**src/rtl/mfp_uart_tx_if.sv**
```systemverilog
// FIFO-side handshake between the MFP output FIFO and the UART transmitter.
// The master is the FIFO (offers a byte), the slave is the transmitter (pops it).
interface mfp_uart_tx_if;
  logic       data_available;
  logic [7:0] data;
  logic       strobe;

  modport master (output data_available, output data, input strobe);
  modport slave  (input data_available, input data, output strobe);
endinterface

```
**src/rtl/mfp_uart_tx.sv**
```systemverilog
// Asynchronous serial transmitter draining the MFP output FIFO onto a TXD pin.
// Frame format and bit rate are decoded from the MFP 64-bit serial status word.
module mfp_uart_tx #(
  parameter int CLK_HZ = 32000000
) (
  input  logic         clk,
  input  logic         reset,
  mfp_uart_tx_if.slave fifo,
  input  logic [63:0]  status,
  input  logic         cts_n,
  output logic         txd,
  output logic         busy
);

  localparam logic [32:0] CLK_MOD = 33'(CLK_HZ);

  typedef enum logic [2:0] {IDLE, START, DATA, PARITY, STOP} state_t;

  state_t      r_state;
  state_t      w_state_nxt;

  logic [31:0] r_acc;
  logic [31:0] r_rate;
  logic [2:0]  r_half;
  logic [2:0]  r_bit;
  logic [7:0]  r_shift;
  logic        r_par;
  logic        r_par_en;
  logic [3:0]  r_nbits;
  logic [2:0]  r_stop_ticks;

  logic [31:0] w_rate;
  logic [3:0]  w_nbits;
  logic [7:0]  w_mask;
  logic        w_db_ok;
  logic        w_par_en;
  logic        w_par_odd;
  logic        w_par_ok;
  logic [2:0]  w_stop_ticks;
  logic        w_stop_ok;
  logic        w_rate_ok;
  logic        w_cfg_ok;
  logic        w_par_bit;
  logic [32:0] w_sum;
  logic        w_tick;
  logic [31:0] w_acc_nxt;
  logic [2:0]  w_need;
  logic        w_bit_done;
  logic        w_last_data;
  logic        w_strobe;
  logic        w_txd;
  logic        w_unused;

  // Bit rate is stored byte-reversed in the top half of the status word.
  assign w_rate   = {status[39:32], status[47:40], status[55:48], status[63:56]};
  assign w_unused = ^status[7:0];

  always_comb begin
    w_nbits      = 4'd8;
    w_mask       = 8'hFF;
    w_db_ok      = 1'b1;
    w_par_en     = 1'b0;
    w_par_odd    = 1'b0;
    w_par_ok     = 1'b1;
    w_stop_ticks = 3'd2;
    w_stop_ok    = 1'b1;
    case (status[31:24])
      8'h08:   begin w_nbits = 4'd8; w_mask = 8'hFF; end
      8'h07:   begin w_nbits = 4'd7; w_mask = 8'h7F; end
      8'h06:   begin w_nbits = 4'd6; w_mask = 8'h3F; end
      8'h05:   begin w_nbits = 4'd5; w_mask = 8'h1F; end
      default: w_db_ok = 1'b0;
    endcase
    case (status[23:16])
      8'h00:   w_par_en = 1'b0;
      8'h01:   begin w_par_en = 1'b1; w_par_odd = 1'b1; end
      8'h02:   w_par_en = 1'b1;
      default: w_par_ok = 1'b0;
    endcase
    // Stop length counted in half-bit ticks; the synchronous-mode code is rejected.
    case (status[15:8])
      8'h00:   w_stop_ticks = 3'd2;
      8'h01:   w_stop_ticks = 3'd3;
      8'h11:   w_stop_ticks = 3'd4;
      default: w_stop_ok = 1'b0;
    endcase
  end

  assign w_rate_ok = ~w_rate[31] && (w_rate != 32'd0) && ({w_rate, 1'b0} < CLK_MOD);
  assign w_cfg_ok  = w_rate_ok && w_db_ok && w_par_ok && w_stop_ok;
  assign w_par_bit = (^(fifo.data & w_mask)) ^ w_par_odd;

  // Fractional half-bit generator: one tick per CLK_HZ/(2*bitrate) cycles on average.
  assign w_sum       = {1'b0, r_acc} + {r_rate, 1'b0};
  assign w_tick      = (w_sum >= CLK_MOD);
  assign w_acc_nxt   = w_tick ? 32'(w_sum - CLK_MOD) : w_sum[31:0];
  assign w_need      = (r_state == STOP) ? r_stop_ticks : 3'd2;
  assign w_bit_done  = w_tick && (3'(r_half + 3'd1) == w_need);
  assign w_last_data = ({1'b0, r_bit} == (r_nbits - 4'd1));

  always_comb begin
    w_state_nxt = r_state;
    w_strobe    = 1'b0;
    w_txd       = 1'b1;
    case (r_state)
      IDLE: begin
        if (!reset && fifo.data_available && !cts_n && w_cfg_ok) begin
          w_strobe    = 1'b1;
          w_state_nxt = START;
        end
      end
      START: begin
        w_txd = 1'b0;
        if (w_bit_done) w_state_nxt = DATA;
      end
      DATA: begin
        w_txd = r_shift[0];
        if (w_bit_done && w_last_data) w_state_nxt = r_par_en ? PARITY : STOP;
      end
      PARITY: begin
        w_txd = r_par;
        if (w_bit_done) w_state_nxt = STOP;
      end
      STOP: begin
        if (w_bit_done) w_state_nxt = IDLE;
      end
      default: w_state_nxt = IDLE;
    endcase
  end

  always_ff @(posedge clk) begin
    if (reset) begin
      r_state      <= IDLE;
      r_acc        <= 32'd0;
      r_rate       <= 32'd0;
      r_half       <= 3'd0;
      r_bit        <= 3'd0;
      r_shift      <= 8'd0;
      r_par        <= 1'b0;
      r_par_en     <= 1'b0;
      r_nbits      <= 4'd8;
      r_stop_ticks <= 3'd2;
    end else begin
      r_state <= w_state_nxt;
      if (w_strobe) begin
        r_shift      <= fifo.data;
        r_par        <= w_par_bit;
        r_par_en     <= w_par_en;
        r_nbits      <= w_nbits;
        r_stop_ticks <= w_stop_ticks;
        r_rate       <= w_rate;
        r_acc        <= 32'd0;
        r_half       <= 3'd0;
        r_bit        <= 3'd0;
      end else if (r_state != IDLE) begin
        r_acc <= w_acc_nxt;
        if (w_bit_done) begin
          r_half <= 3'd0;
          if (r_state == DATA) begin
            r_shift <= r_shift >> 1;
            r_bit   <= r_bit + 3'd1;
          end
        end else if (w_tick) begin
          r_half <= r_half + 3'd1;
        end
      end
    end
  end

  assign fifo.strobe = w_strobe;
  assign txd         = w_txd;
  assign busy        = (r_state != IDLE);

endmodule

```
**src/flat_wrapper.sv**
```systemverilog
// flat-port wrapper written by rule: the top's interface ports become plain ports
module mfp_uart_tx_flat 
#(
  parameter int CLK_HZ = 32000000
)
  (clk, reset, status, cts_n, txd, busy, fifo_data_available, fifo_data, fifo_strobe);
  mfp_uart_tx_if fifo_i ();
  input  logic clk;
  input  logic reset;
  input  logic [63:0] status;
  input  logic cts_n;
  output logic txd;
  output logic busy;
  input wire logic [$bits(fifo_i.data_available)-1:0] fifo_data_available;
  input wire logic [$bits(fifo_i.data)-1:0] fifo_data;
  output wire logic [$bits(fifo_i.strobe)-1:0] fifo_strobe;
  assign fifo_i.data_available = fifo_data_available;
  assign fifo_i.data = fifo_data;
  assign fifo_strobe = fifo_i.strobe;
  mfp_uart_tx #(.CLK_HZ(CLK_HZ)) u_core (.clk(clk), .reset(reset), .fifo(fifo_i), .status(status), .cts_n(cts_n), .txd(txd), .busy(busy));
endmodule
```
**config.mk**
```make
export PLATFORM = sky130hd
export DESIGN_NAME = mfp_uart_tx_flat
export DESIGN_NICKNAME = d
export VERILOG_FILES = /design/src/rtl/mfp_uart_tx_if.sv /design/src/rtl/mfp_uart_tx.sv /design/src/flat_wrapper.sv
export SDC_FILE = /design/constraint.sdc
export NUM_CORES = 1
export LEC_CHECK = 0
export BUFFER_PORTS_ARGS = -buffer_cell sky130_fd_sc_hd__buf_2
export CAP_MARGIN = 0
export CORE_ASPECT_RATIO = 0.6
export CORE_MARGIN = 5
export CORE_UTILIZATION = 55
export CTS_BUF_LIST = sky130_fd_sc_hd__clkbuf_4
export DETAILED_ROUTE_END_ITERATION = 8
export GPL_TIMING_DRIVEN = 0
export PLACE_DENSITY_LB_ADDON = 0.3
export SYNTH_ARGS = -nofsm -noshare
export SYNTH_HDL_FRONTEND = slang
export SYNTH_SLANG_ARGS = --single-unit
```
**constraint.sdc**
```tcl
create_clock -name clk -period 5.1 [get_ports clk]
set_input_delay 0 -clock clk [delete_from_list [all_inputs] [get_ports clk]]
set_output_delay 0 -clock clk [all_outputs]
set_load 0.01 [all_outputs]
```
=== Word level (Yosys, flattened, before mapping) ===
Cells that the tools add are included.

* Bitwise operators: 3
* Eq/ne operators: 19
* Multiply operators: 0
* Multiplexer cells: 26
* Magnitude comparators: 2
* Div/mod/pow operators: 0
* Add/subtract/negate cells: 5
* Reductions and logical operators: 31
* Shifts and indexed selects: 0

{| class="wikitable"
|+ Operator list
! kind !! count
|-
| $add 32x33->33 || 1
|-
| $ge 33x25->1 const B || 1
|-
| $lt 33x25->1 const B || 1
|-
| $mux 32 || 1
|-
| $mux 8 || 4
|-
| $reduce_bool 32->1 || 1
|-
| $sub 32x25->32 const B || 1
|-
| $mux 3 || 9
|-
| $eq 8x3->1 const B || 3
|-
| $pmux 8 s3 || 1
|-
| $eq 8x1->1 const B || 2
|-
| $logic_not 8->1 || 2
|-
| $pmux 3 s5 || 1
|-
| $pmux 4 s3 || 1
|-
| $logic_and 1x1->1 || 10
|-
| $ne 2x1->1 const B || 5
|-
| $and 8x8->8 || 1
|-
| $eq 8x2->1 const B || 1
|-
| $eq 8x4->1 const B || 1
|-
| $eq 8x5->1 const B || 1
|-
| $reduce_bool 2->1 || 4
|-
| $reduce_xor 8->1 || 1
|-
| $mux 1 || 7
|-
| $add 3x1->3 const B || 2
|-
| 19 further kinds || 24
|}

* Bits in latches: 0
* Register bits after elaboration: 90
* Output and inout port bits: 3
* Word-level logic and storage cells: 96
* Input bits: 76
* ROM bits: 0
* Memory bits (writable): 0
* Memories kept: 0

=== Depth between registers and ports, before layout ===
* Depth in word-level cells: 11
* Mapped depth: 18
* Gate-level depth less buffers: 17

=== Least setup slack after synthesis ===
No wires, ideal clock.

* Kind: register to register
* Start point: register u_core.r_rate[0]
* End point: register u_core.r_half[2]
* Stages on the path, launching flop included: 19
* Setup time: 0.071 ns
* Slack: 1.231 ns
* Arrival: 3.799 ns
* Required time: 5.029 ns
* Period minus slack after synthesis: 3.869 ns
* Path buffers: 1
* Cells stage by stage: dfxtp_1 ha_1 inv_1 fa_1 nor2b_1 o31a_1 o21ai_2 nand2_1 xor2_1 ha_1 nand4b_1 nor4_1 nand4_1 nor4_1 o211ai_4 and2_1 buf_4 or4_1 a21oi_1

* Longest elaborated chain between the ends: 5
* Elaborated cells between the ends (all ways): 6
* Those cells by class: 1 x add/sub; 1 x order compare; 1 x mux; 3 x reduce/logical

{| class="wikitable"
|+ Ends and longest elaborated chain
! item !! line !! text
|-
| start: declaration || mfp_uart_tx.sv:23 || <nowiki>logic [31:0] r_rate;</nowiki>
|-
| start signal: assignment || mfp_uart_tx.sv:151 || <nowiki>r_rate <= w_rate;</nowiki>
|-
| $add 32x33->33 * || mfp_uart_tx.sv:94 || <nowiki>assign w_sum = {1'b0, r_acc} + {r_rate, 1'b0};</nowiki>
|-
| $ge 33x25->1 * || mfp_uart_tx.sv:95 || <nowiki>assign w_tick = (w_sum >= CLK_MOD);</nowiki>
|-
| $logic_and 1x1->1 || mfp_uart_tx.sv:98 || <nowiki>assign w_bit_done = w_tick && (3'(r_half + 3'd1) == w_need);</nowiki>
|-
| $reduce_bool 2->1 (no source line) || -- ||
|-
| $reduce_and 2->1 (no source line) || -- ||
|-
| end signal: assignment || mfp_uart_tx.sv:164 || <nowiki>r_half <= r_half + 3'd1;</nowiki>
|-
| end: declaration || mfp_uart_tx.sv:24 || <nowiki>logic [2:0] r_half;</nowiki>
|}

Every way passes the cells marked *; elsewhere a longest branch is shown, timed or not.
A chain may end at the register's enable or synchronous reset.

=== Final worst setup path ===
* Start point: register u_core.r_acc[5]
* End point: register u_core.r_half[1]

* Longest elaborated chain between the ends: 5
* Elaborated cells between the ends (all ways): 6
* Those cells by class: 1 x add/sub; 1 x order compare; 1 x mux; 3 x reduce/logical

{| class="wikitable"
|+ Ends and longest elaborated chain
! item !! line !! text
|-
| start: declaration || mfp_uart_tx.sv:22 || <nowiki>logic [31:0] r_acc;</nowiki>
|-
| start signal: assignment || mfp_uart_tx.sv:156 || <nowiki>r_acc <= w_acc_nxt;</nowiki>
|-
| $add 32x33->33 * || mfp_uart_tx.sv:94 ||
|-
| $ge 33x25->1 * || mfp_uart_tx.sv:95 ||
|-
| $logic_and 1x1->1 || mfp_uart_tx.sv:98 ||
|-
| $reduce_bool 2->1 (no source line) || -- ||
|-
| $reduce_and 2->1 (no source line) || -- ||
|}

Marks and branches as above.

==> results.tsv <==
metric	value	unit
Slew HR	0.373	
die area	0.0145	mm^2
syn_nets	989	
critical path type	flip-flop to flip-flop	
TritonCTS clock tree	done	
crit-path max FO	9	
top cells by area, synth	dfxtp_1 27%, ha_1 6.8%, a21oi_1 6.0%, o21ai_0 6.0%, nand2_1 5.9%	
CP delay by family, top	simple AND/OR/NAND/NOR gates	
H-tree Lvls	3	
Final HPWL DP	16000	um
Die H	95.3	um
Crit path buffers/inverters	2	
share of layout cells above drive strength 1	0.127	
number of global-route vias before repair	6634	
PwrDens	158	mW/mm^2
# rows	31	
Root Driver	clkbuf_4	
Clock Path Buffers	2	
via count	7262	
Max Slew Vio Count	0	
IO Count	79	
post-CTS setup buffer count	0	
clk sinks	89	
GPL Wtd Cong	1.00	
Main synth FF type	dfxtp_1	
Port Buffers	70	
Tot GR Track Use	0.291	
Critical Path End Type	flip-flop	
Final Util	0.654	
crit path cell chain	ha_1, a21oi_1, nand2_1, o2111ai_1, nand2_1, xor2_1, inv_1, ha_1, nand4b_1, nor4_1, nand4_1, nor4_2, o211ai_4, and2_1, buf_4, or4b_1, a21oi_1	
global-route wire length before repair	33800	um
vias per cell	6.20	
max-cap viol count	0	
Startpoint Class	flip-flop	
largest net degree at the start of global routing	17	
synthesized cell area	0.00667	mm^2
First DRT Iteration DRCs	849	
post-synthesis area per instance	7.61	um^2
slowest stage delay, CP	510	ps
n_diodes	0	
synth unique cells	81	
RSZ-0062 raised after global routing	no	
most frequent cells in the layout	104 x nand2_1, 89 x dfxtp_1, 80 x o21ai_0, 80 x a21oi_1, 77 x buf_2	
Initial Utilization	0.558	
Tmin final	4800	ps
Post-DRT Antenna Nets	0	
Synth Register Bits	89	
DP Area	0.00722	mm^2
Syn. warnings	0	
Mapped Cells	876	
Area growth syn-to-layout	17.3	%
Clk Latency, worst-skew pair	460	ps
antenna violations before repair	0	
fin crit share	0.941	
commonest non-fill, non-tap cell in the layout	nand2_1	
Final Skew	16.9	ps
Async SR Flop Fraction	0	
post-route cell area	0.00782	mm^2
Peak VDD IR	133	uV
DRT Pass-1 Iters	7	
Hold WC Path Type	input port to flip-flop	
WP data required	5490	ps
core area	0.0119	mm^2
final WL	21400	um
Final #Nets	1114	
status	complete, no violations	
CP max stage cell	o2111ai_1	
DRC Markers	0	
Post-synth EDFFs	0	
Hold Slack	54.3	ps
global route overflow	0	
Fin. Hold Viols	0	
Fin Setup TNS	0	ps
post-DR wirelength/cell	18.3	um
WP data arrival	5190	ps
max frequency	208	MHz
Die X	152	um
Seq/Total Area, Yosys	0.267	
dominant cell type by area after synthesis	dfxtp_1	
Num CTS Buffers	9	
clk slew on worst S/H paths	160	ps
endpoints failing setup	0	
Power, Total	1.23	mW
Worst-Margin Slew	934	ps
Yosys top cell area share	0.267	
cell leakage power	3.04	nW
[area by class of cell]
type                       instances  area (um^2)
sequential                        89         1780
clock buffer                      10         75.1
inverter                          15         56.3
buffer                            50          231
timing repair buffer             114          791
tap                              165          206
clock inverter                     6         72.6
multi-input combinational        722         4600
fill                            1031         4130
[tightest hold or removal path, delay by kind of cell]
family                 cells  cell delay, ps
buffers and inverters      1             100
AND/OR/NAND/NOR            4             400
[cells by family (layout without fill, tap and decap cells)]
family                   after synthesis  in the layout  synth area share
buffers and inverters                 65            195            0.0432
flip-flops                            89             89             0.267
adder cells (fa/ha/maj)               37             37            0.0706
multiplexers                          14             14            0.0212
AO/OA/AOI/OAI                        270            270             0.263
AND/OR/NAND/NOR                      349            349             0.267
XOR/XNOR                              52             52            0.0683
[repair_timing]
action / in CTS / in global routing
hold endpoints to repair: 40 / 0
gates resized for setup: 0 / 1
endpoints found under the setup margin: 0 / 10
hold buffers: 44 / 0
[where the power goes]
group	leakage, nW	switching, mW	internal [mW]
Clock	0.0780	0.274	0.161
Combinational	2.24	0.0473	0.0557
Sequential	0.716	0.00000000100	0.696
Total	3.04	0.321	0.913
[per-stage QoR]
| step | setup slack, ps | instances |
|---|---|---|
| 5_1_grt | 119 | 1171 |
| 3_3_place_gp | 382 | 1111 |
| 2_1_floorplan | 1230 | 876 |
| 4_1_cts | 223 | 1171 |
| 6_report | 300 | 1171 |
| 3_5_place_dp | 306 | 1111 |
[synthesized netlist by cell type (7+ instances only)]
| master | n |
|---|---|
| ha_1 | 36 |
| nand3_1 | 19 |
| inv_1 | 14 |
| o21a_1 | 8 |
| and3_1 | 10 |
| a21oi_1 | 80 |
| nor2_1 | 71 |
| a21o_1 | 11 |
| clkbuf_1 | 33 |
| and2_1 | 12 |
| xor2_1 | 18 |
| dfxtp_1 | 89 |
| mux2i_1 | 13 |
| o21ai_0 | 80 |
| a211oi_1 | 15 |
| nand2b_1 | 30 |
| nand2_1 | 104 |
| nor3_1 | 28 |
| nand4_1 | 12 |
| xnor2_1 | 34 |
| buf_4 | 7 |
| buf_2 | 7 |
| o31ai_1 | 9 |
| nor4_1 | 15 |
| nand3b_1 | 8 |
[flip-flops by register name, summed over array words and instances, names as in the netlist]
name and cells:
u_core.r_shift 8, u_core.r_par 1, u_core.r_bit 3, u_core.r_acc 31, u_core.r_nbits 4, u_core.r_par_en 1
u_core.r_rate 32, u_core.r_stop_ticks 3, u_core.r_half 3, u_core.r_state 3
[final timing paths]
check / cells after the start / start / end / slack (ps)
setup / recovery: 17 / u_core.r_acc[5]$_SDFFE_PP0N_ / u_core.r_half[1]$_SDFFE_PP0P_ / 300
hold reg to reg: 2 / u_core.r_acc[6]$_SDFFE_PP0N_ / u_core.r_acc[6]$_SDFFE_PP0N_ / 480
hold / removal: 5 / status[27] / u_core.r_nbits[2]$_SDFFE_PP0P_ / 50
setup reg to reg: 17 / u_core.r_acc[5]$_SDFFE_PP0N_ / u_core.r_half[1]$_SDFFE_PP0P_ / 300
[metal layers]
metal | GRT usage | routed length, um
met1 | 0.411 | 9820
met2 | 0.441 | 8700
met3 | 0.0853 | 2540
met4 | 0.0651 | 313
met5 | 0 | 0
Note: power is estimated with default switching activity, not from simulation.
